`src/rtl/timing_sequencer.sv`:
```
// Four-quarter, multi-slot timing sequencer with registered clock enables.
// Optional hold feature: define TIMING_SEQ_STALL_EN to add the stall input.
module timing_sequencer #(
  parameter int SLOTS        = 8,
  parameter int PHASE_CYCLES = 2
) (
  input  logic                     sysclk,
  input  logic                     poc,
`ifdef TIMING_SEQ_STALL_EN
  input  logic                     stall,
`endif
  output logic                     clk1,
  output logic                     clk2,
  output logic [SLOTS-1:0]         slot,
  output logic [$clog2(SLOTS)-1:0] slot_idx,
  output logic                     sync,
  output logic                     cycle_start
);

  localparam int IW = $clog2(SLOTS);
  localparam int CW = (PHASE_CYCLES > 1) ? $clog2(PHASE_CYCLES) : 1;
  localparam logic [CW-1:0] C_LAST = CW'(PHASE_CYCLES - 1);
  localparam logic [IW-1:0] I_LAST = IW'(SLOTS - 1);
  localparam logic [IW-1:0] I_PRE  = IW'(SLOTS - 2);

  logic             w_stall;
  logic             r_run;
  logic [1:0]       r_q;
  logic [CW-1:0]    r_c;
  logic [SLOTS-1:0] r_slot;
  logic [IW-1:0]    r_idx;
  logic             r_sync;
  logic             r_cs;
  logic             r_clk1;
  logic             r_clk2;

  logic [1:0]       w_q;
  logic [CW-1:0]    w_c;
  logic [SLOTS-1:0] w_slot;
  logic [IW-1:0]    w_idx;
  logic             w_sync;
  logic             w_cs;
  logic             w_clk1;
  logic             w_clk2;
  logic             w_end;
  logic             w_onehot;

`ifdef TIMING_SEQ_STALL_EN
  assign w_stall = stall;
`else
  assign w_stall = 1'b0;
`endif

  // State register; reset parks the counters at the end of Q3 (pre-start).
  always_ff @(posedge sysclk or posedge poc) begin
    if (poc) begin
      r_run  <= 1'b0;
      r_q    <= 2'd3;
      r_c    <= C_LAST;
      r_slot <= SLOTS'(1);
      r_idx  <= '0;
      r_sync <= 1'b0;
      r_cs   <= 1'b0;
      r_clk1 <= 1'b0;
      r_clk2 <= 1'b0;
    end else begin
      r_run  <= 1'b1;
      r_q    <= w_q;
      r_c    <= w_c;
      r_slot <= w_slot;
      r_idx  <= w_idx;
      r_sync <= w_sync;
      r_cs   <= w_cs;
      r_clk1 <= w_clk1;
      r_clk2 <= w_clk2;
    end
  end

  // Next-state logic
  always_comb begin
    w_end    = (r_q == 2'd3) && (r_c == C_LAST);
    w_onehot = (|r_slot) &&
               ((r_slot & (r_slot - 1'b1)) == '0);
    w_q      = r_q;
    w_c      = r_c;
    w_slot   = r_slot;
    w_idx    = r_idx;
    w_sync   = r_sync;
    w_cs     = 1'b0;
    if (!r_run) begin
      w_q    = 2'd0;
      w_c    = '0;
      w_slot = SLOTS'(1);
      w_idx  = '0;
      w_sync = 1'b0;
      w_cs   = 1'b1;
    end else if (w_end) begin
      w_q = 2'd0;
      w_c = '0;
      if (!w_onehot) begin
        w_slot = SLOTS'(1);
        w_idx  = '0;
        w_sync = 1'b0;
        w_cs   = 1'b1;
      end else if (!w_stall) begin
        w_slot = {r_slot[SLOTS-2:0], r_slot[SLOTS-1]};
        w_idx  = (r_idx == I_LAST) ? '0 : r_idx + 1'b1;
        w_sync = (r_idx == I_PRE);
        w_cs   = (r_idx == I_LAST);
      end
    end else if (r_c == C_LAST) begin
      w_c = '0;
      w_q = r_q + 2'd1;
    end else begin
      w_c = r_c + 1'b1;
    end
  end

  // Output decode of the upcoming quarter
  always_comb begin
    w_clk1 = (w_q == 2'd0);
    w_clk2 = (w_q == 2'd2);
  end

  assign clk1        = r_clk1;
  assign clk2        = r_clk2;
  assign slot        = r_slot;
  assign slot_idx    = r_idx;
  assign sync        = r_sync;
  assign cycle_start = r_cs;

endmodule

```
`config.mk`:
```
export PLATFORM = sky130hd
export DESIGN_NAME = timing_sequencer
export DESIGN_NICKNAME = d
export VERILOG_FILES = /design/src/rtl/timing_sequencer.sv
export SDC_FILE = /design/constraint.sdc
export NUM_CORES = 1
export LEC_CHECK = 0
export ABC_AREA = 1
export CAP_MARGIN = 0
export CORE_MARGIN = 2
export CORE_UTILIZATION = 51
export CTS_BUF_LIST = sky130_fd_sc_hd__clkbuf_16
export CTS_CLUSTER_DIAMETER = 120
export DETAILED_ROUTE_END_ITERATION = 10
export PLACE_DENSITY = 0.77
export SYNTH_ARGS = -nofsm -noshare
export SYNTH_HDL_FRONTEND = slang
export SYNTH_SLANG_ARGS = --single-unit
export TNS_END_PERCENT = 10
```
`constraint.sdc`:
```
create_clock -name sysclk -period 1.75 [get_ports sysclk]
set_clock_uncertainty 0.05 [all_clocks]
set_input_delay 0.35 -clock sysclk [delete_from_list [all_inputs] [get_ports sysclk]]
set_output_delay 0.35 -clock sysclk [all_outputs]
set_load 0.005 [all_outputs]
```
==> results of run 1 <==
-- kinds of logic (layout without fill, tap and decap cells) --
kind of cell	count (synthesis)	count (layout)	synth area share [%]
simple gates	49	49	23.1
flops	19	19	48.7
buf+inv	18	39	7.73
compound gates	15	15	12.2
fa+ha+maj	4	4	5.07
xor+xnor	2	2	1.77
other cells	1	1	0.380
mux	1	1	1.14
-- final timing paths --
check                              endpoint    start  depth (start not counted)  slack (ps)
max in group asynchronous           slot[0]      poc                          3        1020
worst min-delay path                   clk2      poc                          3         370
worst max register to register  cycle_start  slot[0]                          8         100
worst max-delay path                slot[0]  slot[0]                          1          60
worst min register to register         sync     sync                          2         430
min in group sysclk                    sync     sync                          2         430
-- power by group through the flow --
stage / clock network [mW] / registers (mW) / logic, mW
2_1_floorplan: 0 / 0.474 / 0.0388
3_3_place_gp: 0 / 0.473 / 0.0654
3_5_place_dp: 0 / 0.473 / 0.0666
4_1_cts: 0.470 / 0.466 / 0.0678
5_1_grt: 0.491 / 0.467 / 0.0762
6_report: 0.458 / 0.466 / 0.0668
-- cells in the mapped netlist (all sizes together) --
cell   count  area [um^2]
nand3      4         20.0
dfrtp     15          375
or2        1         6.26
nand2     27          111
conb       1         3.75
buf        2         16.3
xor2       2         17.5
o22ai      2         25.0
nor2      17         90.1
dfstp      4          105
o21ai     10         80.1
mux2       1         11.3
a21oi      3         15.0
inv       16         60.1
ha         4         50.1
-- layout make-up --
cell class	instances	area [um^2]	share of cell area, %
sequential	19	480	38.0
multi-input combinational	72	430	34.0
timing repair buffer	19	183	14.4
clock buffer	3	75.1	5.93
inverter	16	60.1	4.75
tap	25	31.3	2.47
clock inverter	1	5.00	0.396
-- state kept, by name, summed over array words and instances, names as in the netlist --
register     flops
r_run            1
slot             8
r_q              2
cycle_start      1
sync             1
slot_idx         3
clk2             1
r_c              1
clk1             1
-- worst register-to-register path, delay by kind of cell, from the launching register on --
family / cells / cell delay [ps]
flops: 1 / 550
simple gates: 5 / 590
buf+inv: 2 / 260
compound gates: 1 / 80
-- per-layer routing --
layer / up-vias / routed length, um
li1: 380 / -
met1: 346 / 876
met2: 18 / 857
met3: 2 / 77
met4: 0 / 13
met5: - / 0
-- per-stage QoR --
| stage | util [%] | instance area, um^2 | hold WS (ps) | power [mW] | setup WS (ps) |
|---|---|---|---|---|---|
| after detailed placement | 66.7 | 1180 | 427 | 0.540 | 234 |
| after global placement | 66.7 | 1180 | 422 | 0.538 | 283 |
| after CTS | 71.3 | 1260 | 376 | 1.00 | 18.7 |
| after floorplan | - | 987 | 248 | 0.512 | 346 |
| final | 71.7 | 1260 | 370 | 0.991 | 59.0 |
| after global routing | 71.7 | 1260 | 436 | 1.03 | 19.7 |
-- repair_timing --
action	4_1_cts	5_1_grt
hold buffers	0	0
setup buffers	0	1
endpoints found under the setup margin	0	1
==> implementation parameters, run 1 <==
Parameter                              Value

Placement
  HPWL after DPL ... 1230 um
  Final estimated routing congestion in global placement ... 0.778
  Cell count after placement ... 150
  IO Port Bufs ... 16

Global routing
  Maximum number of pins on one net before global-route repair ... 20
  Global-route wire length before repair ... 2990 um
  Global route overflow ... 0
  Via count of the first global-routing pass ... 691
  Most Crowded Layer GR ... met2
  Number of antenna violations at the first check in global routing ... 0
  GRT Resource Usage Total ... 18.9%
  Met1 global-route usage ... 25.1%
  M2 GR Usage ... 31.5%
  Met3 track demand over resource in global routing ... 3.77%

Timing
  Setup violations, final ... 0
  Setup TNS ... 0 ps
  Max Clk Rate ... 591 MHz
  Number of hold-slack violations in the final timing report ... 0
  Final critical delay including setup and external delays ... 1690 ps
  Total count of max-transition violations in the final report ... 0
  Period utilization ... 96.6%
  Unrepaired setup endpoints after global routing ... no

Setup path
  Critical Path Fanout Max ... 4
  Critical path launch point type ... register
  Worst EP arrival ... 1290 ps
  Number of buffer and inverter stages on the critical path ... 1
  Worst EP required ... 1350 ps
  Worst path cell trace ... clkdlybuf4s50_1
  Type of destination of the critical path ... output pin
  Worst Setup Path Type ... register to output pin
  Largest delay contributor family on the critical path ... flip-flops
  CP peak stage delay ... 550 ps
  Slowest-stage cell, CP ... sky130_fd_sc_hd__dfstp_2

Clock network
  Sinks on Clock Net ... 19
  Library cell used as clock root buffer ... sky130_fd_sc_hd__clkbuf_16
  CTS resizes ... 0
  Clock latency of the later-clocked register in the worst-skew pair ... 250 ps
  Number of buffers on the longest clock path ... 2
  CTS clock-pin slew for the worst setup and hold paths ... 50 ps
  TritonCTS Buffers ... 3
  Number of levels the H-tree was split into ... 1
  CTS tree ... built

Routing
  First-pass iteration count of the detailed router ... 7
  Count of unresolved DRC violations after routing ... 2
  Vias/cell ... 4.81
  Final Routed Wirelength ... 1820 um
  Number of DRC markers in iteration 0 ... 12
  Final ANT Viol Nets ... 0
  Via count ... 746
  Wire length per cell ... 11.8 um

Power and ir drop
  Worst vdd ir ... 0.000722 V
  Power density normalized to cell area ... 783 mW/mm^2
  Switching share of power ... 20.0%
  Leakage power total ... 0.643 nW
  Internal power contribution ... 792 uW
  Portion of total power attributed to combinational logic ... 6.7%
  Clock share of power ... 46.2%
  Sequential cell fraction of total power ... 47.0%
  Total net switching power ... 199 uW

Job
  Max-cap check violation count ... 0

Floorplan
  Initial core utilization ... 56.0%
  Die Footprint ... 0.00230 mm^2
  Top Ports ... 17
  Chip height ... 48.0 um
  Site row count ... 15
  Core Area ... 0.00176 mm^2
  Overall die width ... 48.0 um

Outcome
  Status ... finished, violations left
  Violations in the final reports ... DRC

Logic synthesis
  Post-Syn Nets ... 115
  Count of state elements after synthesis ... 19
  Mean cell area of the mapped netlist ... 9.06 um^2
  Cell area after synthesis ... 987 um^2
  Sequential area share after synthesis ... 48.7%
  Number of cells produced by synthesis ... 109
  Total of warnings raised by yosys ... 0
  Unique masters post-synth ... 22

Final layout
  Fillcell total ... 148
  Antenna diodes ... 0
  Area growth from synthesis to final layout ... 28.1%
  Most common library cell in the layout ignoring fill and taps ... sky130_fd_sc_hd__nand2_1
  Commonest cells after routing, fill and taps aside ... sky130_fd_sc_hd__nand2_1 (25), sky130_fd_sc_hd__clkdlybuf4s50_1 (16), sky130_fd_sc_hd__dfrtp_1 (15)
  Count of non-filler cells in the finished layout ... 155
  Share of post-route cells with drive strength above 1 ... 26.9%
  Final-stage net count ... 137

Worst hold path
  Hold/Removal Path Class ... input pin to asynchronous set/reset pin
No activity file was read; power rests on OpenSTA's default activity.
==> run 2: changes to the inputs <==
--- a/config.mk
+++ b/config.mk
@@ -12,7 +12,8 @@
 export CTS_BUF_LIST = sky130_fd_sc_hd__clkbuf_16
 export CTS_CLUSTER_DIAMETER = 120
 export DETAILED_ROUTE_END_ITERATION = 10
-export PLACE_DENSITY = 0.77
+export PLACE_DENSITY = 0.84
+export SETUP_SLACK_MARGIN = 0.4
 export SYNTH_ARGS = -nofsm -noshare
 export SYNTH_HDL_FRONTEND = slang
 export SYNTH_SLANG_ARGS = --single-unit
==> run 2 against run 1 <==
Compared with the run above:
- count of clock-buffer cells in the layout did not move
- worst setup slack improved by 130 ps
- design area rose by 10%
- sequential share of layout area fell by 3.4 points
- flip-flop and latch count did not move
- the run now ends clean
- clock power barely moved
- sequential power barely moved
- hold slack got worse by 1.3 ps
==> implementation parameters, run 2 (synthesis gave the netlist of run 1 again) <==
Parameter                              Value

Routing
  Wire length per cell ... 12.7 um
  Final Routed Wirelength ... 2110 um
  Number of DRC markers in iteration 0 ... 21
  First-pass iteration count of the detailed router ... 4
  Via count ... 825
  Count of unresolved DRC violations after routing ... 0
  Final ANT Viol Nets ... 0
  Vias/cell ... 4.97

Final layout
  Fillcell total ... 122
  Share of post-route cells with drive strength above 1 ... 36.2%
  Final core occ ... 78.9%
  Number of flip-flops under the largest register name ... 8
  Commonest cells after routing, fill and taps aside ... sky130_fd_sc_hd__nand2_1 (25), sky130_fd_sc_hd__dfrtp_1 (14), sky130_fd_sc_hd__buf_4 (13)
  Antenna diodes ... 0
  Final-stage net count ... 148
  Most common library cell in the layout ignoring fill and taps ... sky130_fd_sc_hd__nand2_1
  Area growth from synthesis to final layout ... 41.1%

Clock network
  TritonCTS Buffers ... 3
  Number of buffers on the longest clock path ... 2
  CTS clock-pin slew for the worst setup and hold paths ... 50 ps
  CTS tree ... built
  Number of levels the H-tree was split into ... 1
  Sinks on Clock Net ... 19
  Library cell used as clock root buffer ... sky130_fd_sc_hd__clkbuf_16
  Clock latency of the later-clocked register in the worst-skew pair ... 250 ps

Setup path
  R2R cell count ... 7
  Launch instance of the worst register-to-register path ... slot[0]
  Number of buffer and inverter stages on the critical path ... 1
  Type of destination of the critical path ... output pin
  CP peak stage delay ... 520 ps
  Instance count on the critical path ... 1
  Critical path launch point type ... register
  RR Endpoint ... cycle_start
  Worst EP arrival ... 1160 ps
  Critical Path Fanout Max ... 5
  Worst EP required ... 1350 ps
  Worst path cell trace ... clkdlybuf4s50_1
  Worst reg2reg setup slack ... 270 ps
  Worst Setup Path Type ... register to output pin
  Largest delay contributor family on the critical path ... buffers and inverters
  Slowest-stage cell, CP ... sky130_fd_sc_hd__clkdlybuf4s50_1

Floorplan
  Top Ports ... 17
  Initial core utilization ... 56.0%
  Chip height ... 48.0 um
  Core Area ... 0.00176 mm^2
  Site row count ... 15
  Die Footprint ... 0.00230 mm^2
  Overall die width ... 48.0 um

Global routing
  M2 GR Usage ... 33.3%
  Met1 global-route usage ... 23.8%
  Most Crowded Layer GR ... met2
  GRT Resource Usage Total ... 19.9%
  Maximum number of pins on one net before global-route repair ... 20
  Via count of the first global-routing pass ... 717
  Met3 track demand over resource in global routing ... 3.40%
  Global route overflow ... 0
  Number of antenna violations at the first check in global routing ... 0
  Global-route wire length before repair ... 3010 um

Placement
  Final estimated routing congestion in global placement ... 0.757
  HPWL after DPL ... 1280 um
  IO Port Bufs ... 16
  DP Worst Slack ... 277 ps

Timing
  Setup slack of the critical path after layout ... 189 ps
  Total count of max-transition violations in the final report ... 0
  Setup violations, final ... 0
  Setup TNS ... 0 ps
  Period utilization ... 89.2%
  Unrepaired setup endpoints after global routing ... yes
  Final critical delay including setup and external delays ... 1560 ps
  Smallest hold slack ... 369 ps
  Number of hold-slack violations in the final timing report ... 0
  Max Clk Rate ... 641 MHz

Job
  Max-cap check violation count ... 0

Power and ir drop
  Leakage power total ... 0.737 nW
  Power density normalized to cell area ... 719 mW/mm^2
  Worst vdd ir ... 0.000735 V

Worst hold path
  Hold/Removal Path Class ... input pin to asynchronous set/reset pin

Outcome
  Status ... finished clean
## run 2: changes by cell type in the layout (fill, tap and decap cells not counted), moves of 2 or more
cell,before,now
sky130_fd_sc_hd__buf_4,3,13
sky130_fd_sc_hd__clkdlybuf4s50_1,16,12
sky130_fd_sc_hd__nor2_4,0,3
sky130_fd_sc_hd__dlygate4sd2_1,0,2
sky130_fd_sc_hd__nand3_1,4,2
sky130_fd_sc_hd__nand3_2,0,2
sky130_fd_sc_hd__nor2_2,4,2
## run 2: cell type report
cell class	instances	area, um^2	share of cell area [%]
flip-flops and latches	19	482	34.6
well taps	25	31.3	2.25
clock inverters	1	5.00	0.359
repair buffers	29	258	18.5
inverters	16	60.1	4.31
multi-input cells	73	482	34.6
clock buffers	3	75.1	5.39
## run 2: worst max-delay path by stage
stage	from	endpoint	slack [ps]
5_1_grt	slot[2]	slot[2]	150
2_1_floorplan	r_q[1]	slot_idx[1]	380
6_report	slot[2]	slot[2]	190
3_5_place_dp	slot[0]	slot[0]	280
4_1_cts	slot[6]	slot[6]	170
3_3_place_gp	slot[0]	slot[0]	300
## run 2: stage by stage
step / power [mW] / std cells / area, um^2
after global placement: 0.541 / 150 / 1190
after detailed placement: 0.546 / 150 / 1190
final: 1.00 / 166 / 1390
after CTS: 1.01 / 161 / 1320
after global routing: 1.03 / 166 / 1390
after floorplan: 0.515 / 109 / 1000
## run 2: layer usage
metal / up-vias / routed length (um)
li1: 406 / -
met1: 387 / 852
met2: 28 / 1140
met3: 4 / 84
met4: 0 / 34
met5: - / 0
## run 2: what timing repair did
action                                  in CTS  in global routing
hold buffers                                 0                  0
cloned                                       0                  1
endpoints found under the setup margin      29                 29
resized for setup                            5                  9
pin swaps                                    0                  5
buffers inserted                             7                  4
## run 2: report_power, final
part / total [mW] / leakage (nW) / internal, mW / switching (mW)
combinational: 0.0721 / 0.454 / 0.0324 / 0.0397
clock: 0.460 / 0.0409 / 0.306 / 0.154
sequential: 0.469 / 0.242 / 0.458 / 0.0109
total: 1.00 / 0.737 / 0.797 / 0.205
## run 2: tightest hold or removal path: stages
cell and delay (ps):
sky130_fd_sc_hd__clkdlybuf4s50_1 390, sky130_fd_sc_hd__inv_1 50, sky130_fd_sc_hd__buf_4 250
